--- src/rtl/bb_arb_rr_if.sv ---
// ---------------------------------------------------------------------------
// bb_arb_rr_if
// Bundle of every bus signal around the two-master round-robin arbiter that
// fronts a single BB slave. Signal names keep the arbiter's own _i/_o sense
// so the wiring reads the same from either side.
//
//   mN_addr_i / mN_din_i / mN_en_i / mN_we_i / mN_lock_i : master N request
//   mN_ack_o   : master N access accepted this cycle
//   mN_rvalid_o: master N read data valid (one cycle after its read)
//   mN_dout_o  : master N read data
//   bb_addr_o / bb_din_o / bb_en_o / bb_we_o : access issued to the BB slave
//   bb_dout_i  : BB slave read data, valid one cycle after a read
//
// Modports:
//   slave  - the arbiter (slave of the requesting masters)
//   master - the environment: requesting masters plus the BB slave model
// ---------------------------------------------------------------------------
interface bb_arb_rr_if #(
    parameter int DW = 32,
    parameter int AW = 32
) ();

    logic [AW-1:0] m0_addr_i;
    logic [DW-1:0] m0_din_i;
    logic          m0_en_i;
    logic          m0_we_i;
    logic          m0_lock_i;
    logic          m0_ack_o;
    logic          m0_rvalid_o;
    logic [DW-1:0] m0_dout_o;

    logic [AW-1:0] m1_addr_i;
    logic [DW-1:0] m1_din_i;
    logic          m1_en_i;
    logic          m1_we_i;
    logic          m1_lock_i;
    logic          m1_ack_o;
    logic          m1_rvalid_o;
    logic [DW-1:0] m1_dout_o;

    logic [AW-1:0] bb_addr_o;
    logic [DW-1:0] bb_din_o;
    logic          bb_en_o;
    logic          bb_we_o;
    logic [DW-1:0] bb_dout_i;

    modport slave (
        input  m0_addr_i, m0_din_i, m0_en_i, m0_we_i, m0_lock_i,
        output m0_ack_o, m0_rvalid_o, m0_dout_o,
        input  m1_addr_i, m1_din_i, m1_en_i, m1_we_i, m1_lock_i,
        output m1_ack_o, m1_rvalid_o, m1_dout_o,
        output bb_addr_o, bb_din_o, bb_en_o, bb_we_o,
        input  bb_dout_i
    );

    modport master (
        output m0_addr_i, m0_din_i, m0_en_i, m0_we_i, m0_lock_i,
        input  m0_ack_o, m0_rvalid_o, m0_dout_o,
        output m1_addr_i, m1_din_i, m1_en_i, m1_we_i, m1_lock_i,
        input  m1_ack_o, m1_rvalid_o, m1_dout_o,
        input  bb_addr_o, bb_din_o, bb_en_o, bb_we_o,
        output bb_dout_i
    );

endinterface

--- src/rtl/bb_arb_rr.sv ---
// ---------------------------------------------------------------------------
// bb_arb_rr
// Two-master arbiter in front of a single-cycle BB slave.
//
// Arbitration is combinational in the request cycle, so a granted access
// reaches the slave with no added latency. Priority order:
//   1. lock: the master granted last cycle with lock high keeps the grant
//      while it keeps requesting,
//   2. round robin when both request: the master not in last_gnt wins,
//   3. otherwise the single requester.
// Read data returns one cycle after issue; rd_pend/rd_id steer the rvalid
// to the right master, which lets a new grant overlap the return.
//
// Ports:
//   bb_clk_i  - clock
//   bb_rst_i  - synchronous active-high reset
//   bb_if     - request/response bundle for both masters and the BB slave
//
// Parameters:
//   DW - data width (32, 16 or 8); AW - byte address width
// ---------------------------------------------------------------------------
module bb_arb_rr #(
    parameter int DW = 32,
    parameter int AW = 32
) (
    input  logic        bb_clk_i,
    input  logic        bb_rst_i,
    bb_arb_rr_if.slave  bb_if
);

    // Stored state
    logic          last_gnt_q, last_gnt_d;
    logic          lock_vld_q, lock_vld_d;
    logic          lock_id_q,  lock_id_d;
    logic          rd_pend_q,  rd_pend_d;
    logic          rd_id_q,    rd_id_d;
    logic [AW-1:0] addr_q,     addr_d;
    logic [DW-1:0] din_q,      din_d;

    // Grant decision and the selected master's request fields
    logic          lock_hit_s;
    logic          gnt_vld_s;
    logic          gnt_id_s;
    logic [AW-1:0] sel_addr_s;
    logic [DW-1:0] sel_din_s;
    logic          sel_we_s;
    logic          sel_lock_s;

    // Arbitration: reset blocks every grant; lock beats round robin
    always_comb begin
        lock_hit_s = 1'b0;
        gnt_vld_s  = 1'b0;
        gnt_id_s   = 1'b0;
        if (bb_rst_i) begin
            lock_hit_s = 1'b0;
            gnt_vld_s  = 1'b0;
        end else begin
            // Lock still owned only while the owner keeps requesting
            lock_hit_s = lock_vld_q & (lock_id_q ? bb_if.m1_en_i : bb_if.m0_en_i);
            if (lock_hit_s) begin
                gnt_vld_s = 1'b1;
                gnt_id_s  = lock_id_q;
            end else if (bb_if.m0_en_i && bb_if.m1_en_i) begin
                gnt_vld_s = 1'b1;
                gnt_id_s  = ~last_gnt_q;
            end else if (bb_if.m0_en_i) begin
                gnt_vld_s = 1'b1;
                gnt_id_s  = 1'b0;
            end else if (bb_if.m1_en_i) begin
                gnt_vld_s = 1'b1;
                gnt_id_s  = 1'b1;
            end else begin
                gnt_vld_s = 1'b0;
                gnt_id_s  = 1'b0;
            end
        end
    end

    // Request mux: pick the fields of the master named by gnt_id_s
    always_comb begin
        sel_addr_s = bb_if.m0_addr_i;
        sel_din_s  = bb_if.m0_din_i;
        sel_we_s   = bb_if.m0_we_i;
        sel_lock_s = bb_if.m0_lock_i;
        if (gnt_id_s) begin
            sel_addr_s = bb_if.m1_addr_i;
            sel_din_s  = bb_if.m1_din_i;
            sel_we_s   = bb_if.m1_we_i;
            sel_lock_s = bb_if.m1_lock_i;
        end else begin
            sel_addr_s = bb_if.m0_addr_i;
            sel_din_s  = bb_if.m0_din_i;
            sel_we_s   = bb_if.m0_we_i;
            sel_lock_s = bb_if.m0_lock_i;
        end
    end

    // Next state: a grant records winner, lock, read tracking and bus values;
    // an idle cycle drops lock and pending read but holds address/data
    always_comb begin
        last_gnt_d = last_gnt_q;
        lock_vld_d = 1'b0;
        lock_id_d  = lock_id_q;
        rd_pend_d  = 1'b0;
        rd_id_d    = rd_id_q;
        addr_d     = addr_q;
        din_d      = din_q;
        if (gnt_vld_s) begin
            last_gnt_d = gnt_id_s;
            lock_vld_d = sel_lock_s;
            lock_id_d  = gnt_id_s;
            rd_pend_d  = ~sel_we_s;
            rd_id_d    = gnt_id_s;
            addr_d     = sel_addr_s;
            din_d      = sel_din_s;
        end else begin
            lock_vld_d = 1'b0;
            rd_pend_d  = 1'b0;
        end
    end

    // State registers with synchronous reset; last_gnt=1 lets m0 win first
    always_ff @(posedge bb_clk_i) begin
        if (bb_rst_i) begin
            last_gnt_q <= 1'b1;
            lock_vld_q <= 1'b0;
            lock_id_q  <= 1'b0;
            rd_pend_q  <= 1'b0;
            rd_id_q    <= 1'b0;
            addr_q     <= {AW{1'b0}};
            din_q      <= {DW{1'b0}};
        end else begin
            last_gnt_q <= last_gnt_d;
            lock_vld_q <= lock_vld_d;
            lock_id_q  <= lock_id_d;
            rd_pend_q  <= rd_pend_d;
            rd_id_q    <= rd_id_d;
            addr_q     <= addr_d;
            din_q      <= din_d;
        end
    end

    // Slave side: the granted access passes straight through; with no grant
    // the last address/data stay on the bus so the slave sees a stable value
    assign bb_if.bb_en_o   = gnt_vld_s;
    assign bb_if.bb_we_o   = gnt_vld_s & sel_we_s;
    assign bb_if.bb_addr_o = gnt_vld_s ? sel_addr_s : addr_q;
    assign bb_if.bb_din_o  = gnt_vld_s ? sel_din_s  : din_q;

    // Master side acks follow the grant of this cycle
    assign bb_if.m0_ack_o = gnt_vld_s & ~gnt_id_s;
    assign bb_if.m1_ack_o = gnt_vld_s &  gnt_id_s;

    // Read return: a reset arriving while a read is pending suppresses it
    assign bb_if.m0_rvalid_o = rd_pend_q & ~bb_rst_i & ~rd_id_q;
    assign bb_if.m1_rvalid_o = rd_pend_q & ~bb_rst_i &  rd_id_q;

    // Slave read data is shared; each master qualifies it with its rvalid
    assign bb_if.m0_dout_o = bb_if.bb_dout_i;
    assign bb_if.m1_dout_o = bb_if.bb_dout_i;

endmodule

--- src/flat_wrapper.sv ---
// flat-port wrapper written by rule: the top's interface ports become plain ports
module bb_arb_rr_flat 
#(
    parameter int DW = 32,
    parameter int AW = 32
)
  (bb_clk_i, bb_rst_i, bb_if_m0_addr_i, bb_if_m0_din_i, bb_if_m0_en_i, bb_if_m0_we_i, bb_if_m0_lock_i, bb_if_m0_ack_o, bb_if_m0_rvalid_o, bb_if_m0_dout_o, bb_if_m1_addr_i, bb_if_m1_din_i, bb_if_m1_en_i, bb_if_m1_we_i, bb_if_m1_lock_i, bb_if_m1_ack_o, bb_if_m1_rvalid_o, bb_if_m1_dout_o, bb_if_bb_addr_o, bb_if_bb_din_o, bb_if_bb_en_o, bb_if_bb_we_o, bb_if_bb_dout_i);
  bb_arb_rr_if #(.DW(DW), .AW(AW)) bb_if_i ();
  input  logic bb_clk_i;
  input  logic bb_rst_i;
  input wire logic [$bits(bb_if_i.m0_addr_i)-1:0] bb_if_m0_addr_i;
  input wire logic [$bits(bb_if_i.m0_din_i)-1:0] bb_if_m0_din_i;
  input wire logic [$bits(bb_if_i.m0_en_i)-1:0] bb_if_m0_en_i;
  input wire logic [$bits(bb_if_i.m0_we_i)-1:0] bb_if_m0_we_i;
  input wire logic [$bits(bb_if_i.m0_lock_i)-1:0] bb_if_m0_lock_i;
  output wire logic [$bits(bb_if_i.m0_ack_o)-1:0] bb_if_m0_ack_o;
  output wire logic [$bits(bb_if_i.m0_rvalid_o)-1:0] bb_if_m0_rvalid_o;
  output wire logic [$bits(bb_if_i.m0_dout_o)-1:0] bb_if_m0_dout_o;
  input wire logic [$bits(bb_if_i.m1_addr_i)-1:0] bb_if_m1_addr_i;
  input wire logic [$bits(bb_if_i.m1_din_i)-1:0] bb_if_m1_din_i;
  input wire logic [$bits(bb_if_i.m1_en_i)-1:0] bb_if_m1_en_i;
  input wire logic [$bits(bb_if_i.m1_we_i)-1:0] bb_if_m1_we_i;
  input wire logic [$bits(bb_if_i.m1_lock_i)-1:0] bb_if_m1_lock_i;
  output wire logic [$bits(bb_if_i.m1_ack_o)-1:0] bb_if_m1_ack_o;
  output wire logic [$bits(bb_if_i.m1_rvalid_o)-1:0] bb_if_m1_rvalid_o;
  output wire logic [$bits(bb_if_i.m1_dout_o)-1:0] bb_if_m1_dout_o;
  output wire logic [$bits(bb_if_i.bb_addr_o)-1:0] bb_if_bb_addr_o;
  output wire logic [$bits(bb_if_i.bb_din_o)-1:0] bb_if_bb_din_o;
  output wire logic [$bits(bb_if_i.bb_en_o)-1:0] bb_if_bb_en_o;
  output wire logic [$bits(bb_if_i.bb_we_o)-1:0] bb_if_bb_we_o;
  input wire logic [$bits(bb_if_i.bb_dout_i)-1:0] bb_if_bb_dout_i;
  assign bb_if_i.m0_addr_i = bb_if_m0_addr_i;
  assign bb_if_i.m0_din_i = bb_if_m0_din_i;
  assign bb_if_i.m0_en_i = bb_if_m0_en_i;
  assign bb_if_i.m0_we_i = bb_if_m0_we_i;
  assign bb_if_i.m0_lock_i = bb_if_m0_lock_i;
  assign bb_if_m0_ack_o = bb_if_i.m0_ack_o;
  assign bb_if_m0_rvalid_o = bb_if_i.m0_rvalid_o;
  assign bb_if_m0_dout_o = bb_if_i.m0_dout_o;
  assign bb_if_i.m1_addr_i = bb_if_m1_addr_i;
  assign bb_if_i.m1_din_i = bb_if_m1_din_i;
  assign bb_if_i.m1_en_i = bb_if_m1_en_i;
  assign bb_if_i.m1_we_i = bb_if_m1_we_i;
  assign bb_if_i.m1_lock_i = bb_if_m1_lock_i;
  assign bb_if_m1_ack_o = bb_if_i.m1_ack_o;
  assign bb_if_m1_rvalid_o = bb_if_i.m1_rvalid_o;
  assign bb_if_m1_dout_o = bb_if_i.m1_dout_o;
  assign bb_if_bb_addr_o = bb_if_i.bb_addr_o;
  assign bb_if_bb_din_o = bb_if_i.bb_din_o;
  assign bb_if_bb_en_o = bb_if_i.bb_en_o;
  assign bb_if_bb_we_o = bb_if_i.bb_we_o;
  assign bb_if_i.bb_dout_i = bb_if_bb_dout_i;
  bb_arb_rr #(.DW(DW), .AW(AW)) u_core (.bb_clk_i(bb_clk_i), .bb_rst_i(bb_rst_i), .bb_if(bb_if_i));
endmodule
--- config.mk ---
export PLATFORM = sky130hd
export DESIGN_NAME = bb_arb_rr_flat
export DESIGN_NICKNAME = d
export VERILOG_FILES = /design/src/rtl/bb_arb_rr_if.sv /design/src/rtl/bb_arb_rr.sv /design/src/flat_wrapper.sv
export SDC_FILE = /design/constraint.sdc
export NUM_CORES = 1
export LEC_CHECK = 0
export BUFFER_PORTS_ARGS = -buffer_cell sky130_fd_sc_hd__buf_2
export CAP_MARGIN = 10
export CORE_AREA = 2 2 117 119
export DETAILED_ROUTE_END_ITERATION = 7
export DIE_AREA = 0 0 119 121
export SETUP_SLACK_MARGIN = 0.4
export SKIP_CTS_REPAIR_TIMING = 1
export SLEW_MARGIN = 20
export SYNTH_ARGS = -nofsm -noshare
export SYNTH_HDL_FRONTEND = slang
export SYNTH_SLANG_ARGS = --single-unit
export TNS_END_PERCENT = 1
--- constraint.sdc ---
create_clock -name bb_clk_i -period 2.8 [get_ports bb_clk_i]
set_clock_uncertainty 0.2 [all_clocks]
set_input_delay 0.56 -clock bb_clk_i [delete_from_list [all_inputs] [get_ports bb_clk_i]]
set_output_delay 0.56 -clock bb_clk_i [all_outputs]
set_load 0.01 [all_outputs]
Yosys cells after proc, flatten, opt, wreduce, memory -nomap -nowiden
Index checks and enable logic that the tools add are counted.

Muxes and demuxes: 16. Bitwise operators: 13. Reductions and logical operators: 2.

Operators by type and width (count): 2-to-1 mux 32 bit (4); 2-to-1 mux 1 bit (12); bitwise AND 1 bit (7); NOT 1 bit (6); OR reduction 2 bit (1); logical AND 1 bit (1).

Bits in registers: 68. Input port bits: 168. Output and inout bits: 134. Word-level logic and storage cells: 37.

Longest topological paths before layout
Gate-level depths: netlist of run 1.

Depth after elaboration: 7. Gate-level depth with buffers: 6. Gate-level depth less buffers: 4.

Worst setup path before layout of run 1
No wires, ideal clock.

Path type: input to output. Start: input port bb_if_m0_en_i. End: output port bb_if_bb_addr_o[23]. Arrival: 1.702 ns. Data required time: 2.040 ns. Slack: 0.338 ns. Cell stages on the path: 6. Path buffers: 3. Cell sequence: buf_2 nor2b_1 buf_2 clkbuf_1 nand2_1 o211ai_1.

Word-level cells in the longest chain between the ends: 6. Elaborated cells between the ends (all ways): 13. Those cells by class: 11 x mux; 1 x bitwise; 1 x reduce/logical.

Ends and longest elaborated chain: from (decl) (RTL line flat_wrapper.sv:13) `input wire logic [$bits(bb_if_i.m0_en_i)-1:0] bb_if_m0_en_i;`; 2-to-1 mux 1 bit (tied with other cells) (RTL line bb_arb_rr.sv:66) `end else if (bb_if.m0_en_i) begin`; 2-to-1 mux 1 bit / bitwise AND 1 bit (equally long branches) (RTL line bb_arb_rr.sv:63, bb_arb_rr.sv:59); 2-to-1 mux 1 bit (RTL line bb_arb_rr.sv:60) `if (lock_hit_s) begin`; 2-to-1 mux 1 bit (RTL line bb_arb_rr.sv:54) `if (bb_rst_i) begin`; 2-to-1 mux 32 bit (RTL line bb_arb_rr.sv:85) `if (gnt_id_s) begin`; 2-to-1 mux 32 bit *; to (decl) (RTL line flat_wrapper.sv:27) `output wire logic [$bits(bb_if_i.bb_addr_o)-1:0] bb_if_bb_addr_o;`.

Every way passes the cells marked *; elsewhere a longest branch is shown, timed or not.

Final worst setup path of run 1
Start: register u_core.lock_vld_q. End: output port bb_if_bb_addr_o[26].

Word-level cells in the longest chain between the ends: 5. Elaborated cells between the ends (all ways): 7. Those cells by class: 6 x mux; 1 x bitwise.

Ends and longest elaborated chain: from (decl) (RTL line bb_arb_rr.sv:33) `logic lock_vld_q, lock_vld_d;`; from (signal assigned) (RTL line bb_arb_rr.sv:134) `lock_vld_q <= lock_vld_d;`; bitwise AND 1 bit * (RTL line bb_arb_rr.sv:59) `lock_hit_s = lock_vld_q & (lock_id_q ? bb_if.m1_en_i : bb_if.m0_en_i);`; 2-to-1 mux 1 bit (RTL line bb_arb_rr.sv:60); 2-to-1 mux 1 bit (RTL line bb_arb_rr.sv:54); 2-to-1 mux 32 bit (RTL line bb_arb_rr.sv:85); 2-to-1 mux 32 bit *.

Marked as above.

==> qor.tcl, run 1 <==
set qor(status) {finished, final reports clean}
set qor(cts_max_level) 3
set qor(rr_startpoint) {u_core.lock_vld_q$_SDFF_PP0_}
set qor(worst-path-buf-inv) 3
set qor(ys_seq_elements) 68
set qor(syn-cell-area_um2) 4134
set qor(placementRows) 42
set qor(initial_utilization) 0.3159
set qor(synth-seq-area-share) 0.3293
set qor(critPathKind) {register to output port}
set qor(die_x_um) 119
set qor(crit_end) {bb_if_bb_addr_o[26]}
set qor(layout_worst_path_cycle_share) 0.9753
set qor(placed_cells) 875
set qor(detail_route.vias_per_cell) 4.885
set qor(grt_pass1_vias) 3964
set qor(worst_setup_hold_path_clk_slew_ns) 0.06
set qor(clock-root-buffer) {sky130_fd_sc_hd__clkbuf_16}
set qor(crit_path_depth) 7
set qor(fp.coreArea_um2) 13090
set qor(startpoint_type) {register}
set qor(largest_net_degree_at_the_start_of_global_routing) 65
set qor(worst-slew-pin-transition_ns) 0.5968
set qor(design.die.area_um2) 14400
set qor(worstRegToRegCells) 6
set qor(final_core_util) 0.4178
set qor(slew_violations) 0
set qor(syn-mean-instance-area_um2) 7.043
set qor(timing.reg2reg.setup_slack_ns) 0.97
set qor(final.min_clock_period_ns) 2.731
set qor(required_ns) 2.04
set qor(hold-worst-slack_ns) 0.2224
set qor(timing_hold_violations_final) 0
set qor(chipHeight_um) 121
set qor(place.detailed.hpwl_um) 8292
set qor(wirelength_um) 12410
set qor(worst_slew_margin_rel) 0.6011
set qor(cts_tree) {done}
set qor(critical_path.cell_chain) {or2_4, a311oi_4, buf_4, buf_12, nand2_1, o211ai_1, buf_2}
set qor(crit_path_max_fanout) 24
set qor(max_freq_mhz) 366.2
set qor(fin_area_um2) 5466
set qor(yosysWarningCount) 0
set qor(netlist_instances) 587
set qor(pin_count) 302
set qor(cts_num_sinks) 68
set qor(class_of_the_worst_hold_path) {input pin to register}
set qor(wirelength_per_cell_um) 13.83
set qor(critical_path.reg2reg.endpoint) {u_core.rd_pend_q$_SDFF_PP0_}
set qor(critical_path.max_stage_delay_ns) 0.33
set qor(number_of_distinct_standard_cells_referenced_by_the_synthesized_netlist) 23
set qor(net_count_reported_at_finish) 884
set qor(timing.critical_path.max_delay_family) {buffers and inverters}
set qor(slowest_stage) {sky130_fd_sc_hd__dfxtp_1}
set qor(place_area_um2) 4961
set qor(vdd_drop_max_mv) 0.2642
set qor(power_per_cell_area_nw_per_um2) 544.5
set qor(drc) 0
set qor(rsz_0062_raised_after_global_routing) {true}
set qor(crit_path_end_kind) {output port}
set qor(timing.critical_path.from) {u_core.lock_vld_q$_SDFF_PP0_}
set qor(wire_length_of_the_first_global_routing_pass_um) 18500
set qor(drive_above_1_share) 0.3620
set qor(total_leakage_power_nw) 2.367
set qor(cts_inserted_buffers) 9
set qor(detail_route.first_pass.iterations) 4
set qor(detailroute.via_count) 4382
set qor(antenna_cells_inserted) 0
set qor(grt.overflow.total) 0
set qor(setup-violations-final) 0
set qor(antenna_found_initial) 0
set qor(grt_usage) 0.1593
set qor(initialDrtViolationCount) 253
set qor(maxCapViolations) 0
set qor(cts.path.max_buffers) 2
set qor(detail-route-antenna-nets) 0
set qor(place_congestion) 0.7679
set qor(place.port_buffers) 205
set qor(synth_fp_nets) 755
set qor(layoutNonFillerInstCount) 897
set qor(worst_ep_arrival_time_ns) 1.97
set qor(source_to_sink_clock_delay_at_the_later_pin_of_the_worst_skew_pair_ns) 0.33
set qor(area_growth_syn_to_layout_pct) 32.23
## worst min-delay path by stage
| stage | slack, ns | end | depth (start not counted) | start |
|---|---|---|---|---|
| after global placement | 0.25 | u_core.addr_q[13]$_SDFF_PP0_ | 2 | u_core.addr_q[13]$_SDFF_PP0_ |
| final | 0.22 | u_core.rd_pend_q$_SDFF_PP0_ | 2 | bb_if_m1_we_i |
| after global routing | 0.23 | u_core.rd_pend_q$_SDFF_PP0_ | 2 | bb_if_m1_we_i |
| after floorplan | 0.24 | u_core.addr_q[0]$_SDFF_PP0_ | 2 | u_core.addr_q[0]$_SDFF_PP0_ |
| after detailed placement | 0.26 | u_core.addr_q[15]$_SDFF_PP0_ | 2 | u_core.addr_q[15]$_SDFF_PP0_ |
| after CTS | 0.21 | u_core.rd_pend_q$_SDFF_PP0_ | 2 | bb_if_m1_we_i |
## power by group
part	total, mW	switching (mW)	internal (mW)
sequential	1.10	0.0412	1.06
combinational	0.716	0.388	0.328
clock	1.16	0.427	0.735
total	2.98	0.856	2.12
## Yosys cell counts (all sizes together)
library cell | number | share of area
nor3b | 1 | 0.0018
a311oi | 1 | 0.0064
nand3 | 2 | 0.0024
and3b | 1 | 0.0021
dfxtp | 68 | 0.33
nand2 | 262 | 0.24
o21bai | 1 | 0.0018
clkbuf | 20 | 0.018
a21oi | 2 | 0.0024
nand3b | 1 | 0.0018
nor2 | 1 | 0.00091
o21ai | 2 | 0.0024
nand2b | 1 | 0.0015
nor3 | 1 | 0.0024
buf | 87 | 0.14
a211oi | 1 | 0.0018
o211ai | 128 | 0.23
or2 | 1 | 0.0015
inv | 2 | 0.0018
a22oi | 1 | 0.0018
nor2b | 3 | 0.0045
## registers in the layout, indices dropped and copies added (netlist names)
signal and count:
u_core.addr_q 32, u_core.din_q 32, u_core.last_gnt_q 1, u_core.lock_id_q 1, u_core.lock_vld_q 1, u_core.rd_pend_q 1
## per-layer routing
metal / global-route usage / vias to the layer above / wire [um]
met2: 0.2633 / 189 / 5665
li1: - / 2209 / -
met1: 0.1930 / 1959 / 5501
met3: 0.04229 / 25 / 925
met5: 0 / - / 0
met4: 0.07440 / 0 / 317
## cells in the final DEF, fill, tap and decap left out, drive strengths merged, types with 2 or more instances in the layout
master,instances
a21oi,2
clkinv,2
o211ai,128
buf,222
nand3,2
clkbuf,15
dfxtp,68
nor2b,3
nand2,262
o21ai,2
inv,2
## logic make-up after synthesis
group / count (synthesis) / synth area share
and+or+nand+nor: 274 / 0.2570
AOI/OAI and AO/OA: 136 / 0.2491
buffers and inverters: 109 / 0.1647
DFF: 68 / 0.3293
## cell type report
cell class	count	area, um2
clock buffer	12	256.5
clock inverter	4	47.55
fill	1356	7619
inverter	2	7.507
multi-input combinational	410	2211
sequential	68	1363
tap	176	220.2
timing repair buffer	225	1361
## through the flow
step | worst slack [ns] | setup TNS (ns) | total power, mW
after floorplan | 0.3381 | 0 | 1.576
after global placement | 0.09832 | 0 | 1.795
after detailed placement | 0.06294 | 0 | 1.796
after CTS | -0.05505 | -0.7124 | 2.984
after global routing | -0.01563 | -0.1846 | 3.139
final | 0.06923 | 0 | 2.976
No activity file was read; power rests on OpenSTA's default activity.
==> run 2, diff against run 1 <==
Settings changed: ABC_AREA set to 1, CELL_PAD_IN_SITES_DETAIL_PLACEMENT set to 1, CELL_PAD_IN_SITES_GLOBAL_PLACEMENT set to 1, CORE_AREA 2 2 117 119 to unset, CORE_MARGIN set to 1, CORE_UTILIZATION set to 28, DIE_AREA 0 0 119 121 to unset, PLACE_DENSITY_LB_ADDON set to 0.1.
==> run 2 against run 1 <==
Via count is 3.3% higher. Die area grew 16%. Sequential share of layout area fell by 0.61 points. Final cell count up 12%. Clock power is 9% lower. Power down 1.8%.
==> qor.tcl, run 2 <==
set qor(wirelength_um) 15190 ;# +22%
set qor(design.die.area_um2) 16660 ;# +16%
set qor(max_freq_mhz) 404.7 ;# +11%
set qor(synth_top_area_frac) 0.3011 ;# -0.02825
set qor(crit_path_max_fanout) 28 ;# +17%
set qor(synth-seq-area-share) 0.3011 ;# -0.02825
set qor(worst_slew_margin_rel) 0.6203 ;# +0.01923
set qor(wirelength_per_cell_um) 15.15 ;# +9.5%
set qor(detail_route.vias_per_cell) 4.518 ;# -7.5%
set qor(setup-violations-final) 0 ;# unchanged
set qor(status) {finished, final reports clean}
set qor(min_from) {u_core.last_gnt_q$_SDFFE_PP1P_}
set qor(post_synth_main_area_contributors) {sky130_fd_sc_hd__dfxtp_1 (30%), sky130_fd_sc_hd__nand2_1 (17%), sky130_fd_sc_hd__nand3_1 (13%)}
set qor(drc) 0 ;# unchanged
set qor(critical_path.cell_chain) {buf_2, inv_2, nor2_4, buf_6, nand3_1, nand2_1, inv_2, nand2_1, buf_2}
set qor(antenna_cells_inserted) 0 ;# unchanged
set qor(initial_utilization) 0.2857 ;# -0.03024
set qor(crit_path_end_kind) {output port}
set qor(largest_net_degree_at_the_start_of_global_routing) 53 ;# -18%
set qor(netlist_instances) 653 ;# +11%
set qor(layout_commonest_cell) {sky130_fd_sc_hd__buf_2}
set qor(yosys-top-cells-count) {sky130_fd_sc_hd__nand2_1 (203), sky130_fd_sc_hd__nand3_1 (119), sky130_fd_sc_hd__buf_4 (70), sky130_fd_sc_hd__dfxtp_1 (68), sky130_fd_sc_hd__inv_2 (61)}
set qor(dp_slack_ns) 0.2600 ;# +0.1971 ns
set qor(final_cell_mix) {sky130_fd_sc_hd__buf_2 (204), sky130_fd_sc_hd__nand2_1 (201), sky130_fd_sc_hd__nand3_1 (117)}
set qor(wire_length_of_the_first_global_routing_pass_um) 22970 ;# +24%
set qor(setup_tns_ns) 0 ;# unchanged
set qor(timing.critical_path.max_delay_family) {buffers and inverters}
set qor(fp.coreArea_um2) 15830 ;# +21%
set qor(source_to_sink_clock_delay_at_the_later_pin_of_the_worst_skew_pair_ns) 0.33 ;# about the same
set qor(fin_area_um2) 5604 ;# +2.5%
set qor(synth_fp_nets) 821 ;# +8.7%
set qor(detailroute.via_count) 4527 ;# +3.3%
set qor(place.detailed.hpwl_um) 10430 ;# +26%
set qor(reg.largest.list) {u_core.addr_q x32, u_core.din_q x32}
set qor(die_x_um) 129.1 ;# +8.5%
set qor(cts_inserted_buffers) 9 ;# unchanged
set qor(slew_violations) 0 ;# unchanged
set qor(detail_route.first_pass.iterations) 4 ;# unchanged
set qor(top_count_cell_post_synth) {sky130_fd_sc_hd__nand2_1}
set qor(grt_pass1_vias) 4714 ;# +19%
set qor(critical_path.reg2reg.endpoint) {u_core.addr_q[20]$_SDFF_PP0_}
set qor(class_of_the_worst_hold_path) {register to register}
set qor(chipHeight_um) 129.1 ;# +6.7%
set qor(yosys_most_used_dff) {sky130_fd_sc_hd__dfxtp_1}
set qor(area_growth_syn_to_layout_pct) 23.93
set qor(worst_ep_arrival_time_ns) 1.71 ;# -0.26 ns
set qor(clock-root-buffer) {sky130_fd_sc_hd__clkbuf_16}
set qor(synth_async_reset_ratio) 0 ;# unchanged
set qor(layout_worst_path_cycle_share) 0.8825 ;# -0.09273
set qor(vdd_drop_max_mv) 0.2405 ;# -9.0%
set qor(place.port_buffers) 205 ;# unchanged
set qor(worst-slew-pin-transition_ns) 0.5695 ;# -0.02726 ns
set qor(cts_max_level) 3 ;# unchanged
set qor(multi_input_area_um2) 2100 ;# -5.0%
set qor(rr_startpoint) {u_core.lock_vld_q$_SDFF_PP0_}
set qor(syn-mean-instance-area_um2) 6.925 ;# -1.7%
set qor(required_ns) 2.04 ;# about the same
set qor(place_area_um2) 5132 ;# +3.5%
set qor(n_fill_cell) 2078 ;# +53%
set qor(slowest_stage) {sky130_fd_sc_hd__buf_6}
set qor(maxCapViolations) 0 ;# unchanged
set qor(power_per_cell_area_nw_per_um2) 521.7 ;# -4.2%
set qor(area_used_by_sequential_logic_in_the_layout_um2) 1363 ;# unchanged
set qor(ys_seq_elements) 68 ;# unchanged
set qor(critPathKind) {input pin to output port}
set qor(final.min_clock_period_ns) 2.471 ;# -0.2596 ns
set qor(startpoint_type) {input pin}
set qor(cts.path.max_buffers) 2 ;# unchanged
set qor(syn-cell-area_um2) 4522 ;# +9.4%
set qor(worst_setup_hold_path_clk_slew_ns) 0.05 ;# about the same
set qor(total_leakage_power_nw) 3.014 ;# +27%
set qor(detail-route-antenna-nets) 0 ;# unchanged
set qor(cts_num_sinks) 68 ;# unchanged
set qor(final_core_util) 0.3541 ;# -0.06370
set qor(hold-path-endpoint) {u_core.last_gnt_q$_SDFFE_PP1P_}
set qor(drive_above_1_share) 0.4784 ;# +0.1164
set qor(initialDrtViolationCount) 134 ;# -47%
set qor(pin_count) 302 ;# unchanged
set qor(yosysWarningCount) 0 ;# unchanged
set qor(cts_tree) {done}
set qor(synthDominantAreaCellType) {sky130_fd_sc_hd__dfxtp_1}
set qor(critical_path.max_stage_delay_ns) 0.29 ;# -0.04 ns
set qor(timing.reg2reg.setup_slack_ns) 1.23 ;# +0.26 ns
set qor(worstRegToRegCells) 7 ;# +1
set qor(grt.overflow.total) 0 ;# unchanged
set qor(rsz_0062_raised_after_global_routing) {true}
set qor(timing_hold_violations_final) 0 ;# unchanged
set qor(number_of_distinct_standard_cells_referenced_by_the_synthesized_netlist) 19 ;# -17%
set qor(min_delay_path_depth) 2 ;# unchanged
set qor(placementRows) 46 ;# +9.5%
set qor(place_congestion) 0.7651 ;# -0.36%
set qor(post-route-worst-setup-slack_ns) 0.3289 ;# +0.2596 ns
set qor(antenna_found_initial) 1 ;# +1
set qor(net_count_reported_at_finish) 950 ;# +7.5%
set qor(grt_usage) 0.1782 ;# +0.01890
set qor(synth-edff-count) 0 ;# unchanged
set qor(worst-path-buf-inv) 5 ;# +2
## run 2: cell count changes in the layout (fill, tap and decap cells not counted), moves of 6 or more
cell	previous run	this run
sky130_fd_sc_hd__a21oi_1	1	10
sky130_fd_sc_hd__a21oi_2	0	56
sky130_fd_sc_hd__buf_12	10	4
sky130_fd_sc_hd__inv_1	2	10
sky130_fd_sc_hd__inv_2	0	62
sky130_fd_sc_hd__nand2_1	248	201
sky130_fd_sc_hd__nand2_4	9	0
sky130_fd_sc_hd__nand3_1	2	117
sky130_fd_sc_hd__nand3_2	0	12
sky130_fd_sc_hd__o211ai_1	128	0
## run 2: worst register-to-register path, delay by kind of cell (launching register included)
kind | cells | cell delay (ns)
AND/OR/NAND/NOR | 4 | 0.57
flip-flops | 1 | 0.33
AO/OA/AOI/OAI | 1 | 0.16
buffers and inverters | 2 | 0.25
## run 2: area by class of cell
| type | instances | area share |
|---|---|---|
| Multi-Input combinational cell | 406 | 0.3746 |
| Sequential cell | 68 | 0.2431 |
| Timing Repair Buffer | 225 | 0.2376 |
| Clock buffer | 13 | 0.04644 |
| Clock inverter | 2 | 0.001786 |
| Tap cell | 216 | 0.04823 |
| Inverter | 72 | 0.04823 |
## run 2: metrics by stage
step / power [mW] / hold WS [ns] / std cells
after global routing: 3.102 / 0.2797 / 1002
after floorplan: 1.655 / 0.2414 / 653
after detailed placement: 1.852 / 0.2664 / 981
after CTS: 2.941 / 0.2685 / 996
final: 2.924 / 0.2725 / 1002
after global placement: 1.841 / 0.2596 / 981
## run 2: cell families (layout without fill, tap and decap cells)
family	after synthesis	in the layout	share of synthesized area
flip-flops	68	68	0.3011
AND/OR/NAND/NOR	340	340	0.3367
buffers and inverters	179	312	0.2435
AO/OA/AOI/OAI	66	66	0.1187
## run 2: worst max-delay path by stage
| stage | start | end | cells past startpoint |
|---|---|---|---|
| floorplan | bb_rst_i | bb_if_bb_we_o | 7 |
| global placement | bb_if_m0_en_i | bb_if_bb_din_o[12] | 10 |
| detailed placement | bb_if_m0_en_i | bb_if_bb_din_o[12] | 10 |
| CTS | u_core.last_gnt_q$_SDFFE_PP1P_ | bb_if_bb_we_o | 9 |
| global route | u_core.last_gnt_q$_SDFFE_PP1P_ | bb_if_bb_din_o[10] | 8 |
| finish | bb_if_m1_en_i | bb_if_bb_addr_o[22] | 9 |
## run 2: metal layers
layer	vias to the layer above	routed length (um)	GRT usage	share of wire
li1	2251	-	-	-
met5	-	11	0	0.00072
met2	153	7379	0.3164	0.49
met4	2	194	0.06367	0.013
met1	2102	6564	0.2058	0.43
met3	19	1035	0.04707	0.068
## run 2: power by group
| part | total [mW] | internal [mW] | switching, mW | leakage, nW |
|---|---|---|---|---|
| registers | 1.06 | 1.04 | 0.0196 | 0.561 |
| clock network | 1.06 | 0.641 | 0.416 | 0.135 |
| logic | 0.806 | 0.326 | 0.480 | 2.32 |
==> run 3, diff against run 2 <==
Settings changed: RECOVER_POWER set to 25.
Clock period 2.8 ns to 2.3 ns, I/O delays scaled along.
==> run 3 against run 2 <==
The flow now finishes with violations (negative setup slack). Die area did not move. Combinational power rose by 56%. Sequential power rose by 22%. Via count rose by 8.8%. Non-clock buffer count rose by 78. Utilization rose by 6.5 points. Worst hold slack got worse by 0.16 ns. Global-route usage rose by 1.1 points. Register-to-register slack got worse by 0.58 ns. Clock-buffer cell count rose by 3. Sequential share of layout area fell by 3.7 points. Critical path type is now register to output port. Largest cell class unchanged. Highest routed layer unchanged.
==> qor.tcl, run 3 (synthesized netlist as in run 2, its figures left out) <==
set qor(max_freq_mhz) 421.6
set qor(design.die.area_um2) 16660 ;# unchanged
set qor(power_frac_comb) 0.318 ;# +0.042
set qor(timing_hold_violations_final) 0 ;# unchanged
set qor(layout_commonest_cell) {sky130_fd_sc_hd__buf_2}
set qor(startpoint_type) {register}
set qor(grt.overflow.total) 0 ;# unchanged
set qor(area_growth_syn_to_layout_pct) 46.65
set qor(place.detailed.hpwl_um) 11230 ;# +7.7%
set qor(wire_length_of_the_first_global_routing_pass_um) 24600 ;# +7.1%
set qor(rsz_0062_raised_after_global_routing) {true}
set qor(die_x_um) 129.1 ;# unchanged
set qor(cts_max_level) 3 ;# unchanged
set qor(place.port_buffers) 205 ;# unchanged
set qor(detail_route.first_pass.iterations) 4 ;# unchanged
set qor(switching_share) 0.3107 ;# -0.002208
set qor(status) {finished with violations}
set qor(crit_path_end_kind) {output port}
set qor(cts.path.max_buffers) 2 ;# unchanged
set qor(placementRows) 46 ;# unchanged
set qor(power_per_cell_area_nw_per_um2) 597.1 ;# +14%
set qor(drc) 0 ;# unchanged
set qor(slowest_stage) {sky130_fd_sc_hd__dfxtp_2}
set qor(net_count_reported_at_finish) 1028 ;# +8.2%
set qor(final_cell_mix) {sky130_fd_sc_hd__buf_2 (195), sky130_fd_sc_hd__nand2_1 (151), sky130_fd_sc_hd__nand3_1 (92)}
set qor(post-route-worst-setup-slack_ns) -0.07180 ;# -0.4007 ns
set qor(timing.critical_path.max_delay_family) {simple AND/OR/NAND/NOR gates}
set qor(antenna_found_initial) 2 ;# +1
set qor(class_of_the_worst_hold_path) {input pin to register}
set qor(initialDrtViolationCount) 133 ;# -0.75%
set qor(detailroute.via_count) 4924 ;# +8.8%
set qor(detail_route.vias_per_cell) 4.551 ;# +0.73%
set qor(clock-root-buffer) {sky130_fd_sc_hd__clkbuf_16}
set qor(internal_cell_power_mw) 2.729 ;# +36%
set qor(slew_violations) 0 ;# unchanged
set qor(worst_ep_arrival_time_ns) 1.71 ;# about the same
set qor(critPathKind) {register to output port}
set qor(wirelength_per_cell_um) 15.79 ;# +4.2%
set qor(n_fill_cell) 2012 ;# -3.2%
set qor(min_from) {bb_if_m0_lock_i}
set qor(detail-route-antenna-nets) 0 ;# unchanged
set qor(vdd_drop_max_mv) 0.3612 ;# +50%
set qor(critical_path.max_stage_delay_ns) 0.33 ;# +0.04 ns
set qor(violations) {negative setup slack}
set qor(layout_worst_path_cycle_share) 1.031
set qor(maxCapViolations) 0 ;# unchanged
set qor(grt_usage) 0.1892 ;# +0.01107
set qor(worst-path-buf-inv) 3 ;# -2
set qor(critical_path.cell_chain) {inv_1, nand2_2, nand3_4, nand2_8, clkbuf_16, nand3_1, nand2_1, buf_2}
set qor(power.share.clock) 0.355 ;# -0.006
set qor(cts_inserted_buffers) 9 ;# unchanged
set qor(timing.reg2reg.setup_slack_ns) 0.65 ;# -0.58 ns
set qor(fin_area_um2) 6631 ;# +18%
set qor(reg.largest.list) {u_core.addr_q x32, u_core.din_q x32}
set qor(source_to_sink_clock_delay_at_the_later_pin_of_the_worst_skew_pair_ns) 0.33 ;# about the same
set qor(pin_count) 302 ;# unchanged
set qor(total_leakage_power_nw) 3.434 ;# +14%
set qor(drive_above_1_share) 0.6197 ;# +0.1413
set qor(pwr-share-seq) 0.327 ;# -0.036
set qor(worst-slew-pin-transition_ns) 0.4896 ;# -0.07990 ns
set qor(largest_net_degree_at_the_start_of_global_routing) 49 ;# -7.5%
set qor(crit_path_max_fanout) 14 ;# -50%
set qor(cts_tree) {done}
set qor(dp_slack_ns) 0.06871 ;# -0.1913 ns
set qor(final.min_clock_period_ns) 2.372
set qor(place_area_um2) 5929 ;# +16%
set qor(worst_setup_hold_path_clk_slew_ns) 0.06 ;# about the same
set qor(wirelength_um) 17090 ;# +13%
set qor(place_congestion) 0.7546 ;# -1.4%
set qor(setup-violations-final) 50 ;# +50
set qor(worst_slew_margin_rel) 0.6736 ;# +0.05327
set qor(initial_utilization) 0.2857 ;# unchanged
set qor(fin_total_pwr_mw) 3.960 ;# +35%
set qor(fp.coreArea_um2) 15830 ;# unchanged
set qor(grt_pass1_vias) 5052 ;# +7.2%
set qor(power.switching_mw) 1.230 ;# +34%
set qor(timing.critical_path.from) {u_core.lock_vld_q$_SDFF_PP0_}
set qor(cts_num_sinks) 68 ;# unchanged
set qor(chipHeight_um) 129.1 ;# unchanged
set qor(required_ns) 1.64 ;# -0.40 ns
set qor(rr_startpoint) {u_core.lock_vld_q$_SDFF_PP0_}
==> run 3: cell count changes in the layout (fill, tap and decap cells not counted), sizes merged <==
cell,previous run,this run
buf,222,298
clkbuf,16,21
clkinv,2,0
diode,0,1
==> run 3: final timing paths <==
kind	end	depth (start not counted)
max reg2reg	u_core.addr_q[27]$_SDFF_PP0_	8
max	bb_if_bb_addr_o[0]	8
min	u_core.lock_vld_q$_SDFF_PP0_	3
min reg2reg	u_core.last_gnt_q$_SDFFE_PP1P_	2
==> run 3: per-layer routing <==
layer	wire length, um	GRT usage
met1	7748	0.2379
met3	1054	0.04253
met2	8067	0.3189
met5	8	0
met4	208	0.06436
==> run 3: power groups by stage <==
stage / sequential [mW] / clock, mW / combinational [mW]
global route: 1.30 / 1.49 / 1.37
CTS: 1.29 / 1.44 / 1.15
floorplan: 1.31 / 0 / 0.743
global placement: 1.31 / 0 / 1.12
detailed placement: 1.32 / 0 / 1.14
finish: 1.29 / 1.41 / 1.26
==> run 3: area by class of cell <==
| type | instances | area (um2) | share of cell area |
|---|---|---|---|
| Multi-Input combinational cell | 406 | 2355 | 0.3551 |
| Timing Repair Buffer | 303 | 2064 | 0.3113 |
| Sequential cell | 68 | 1365 | 0.2058 |
| Clock buffer | 16 | 301.5 | 0.04547 |
| Inverter | 72 | 272.8 | 0.04113 |
| Tap cell | 216 | 270.3 | 0.04075 |
| Antenna cell | 1 | 2.502 | 0.0003774 |
==> run 3: worst reg2reg max path, stage by stage, from the launching register on <==
cell	delay [ns]
sky130_fd_sc_hd__dfxtp_2	0.33
sky130_fd_sc_hd__inv_1	0.05
sky130_fd_sc_hd__nand2_2	0.08
sky130_fd_sc_hd__nand3_4	0.15
sky130_fd_sc_hd__nand2_8	0.18
sky130_fd_sc_hd__clkbuf_16	0.20
sky130_fd_sc_hd__nand3_1	0.12
sky130_fd_sc_hd__buf_4	0.16
sky130_fd_sc_hd__a21oi_2	0.11
==> run 3: stage by stage <==
stage                 util  hold slack, ns  TNS, ns  std cells
CTS                 0.3937          0.1065   -6.097       1072
global placement    0.3746          0.2557        0       1056
finish              0.4190          0.1164   -1.054       1082
floorplan                -          0.2414        0        653
global route        0.4188          0.1431   -6.451       1081
detailed placement  0.3746          0.2608        0       1056
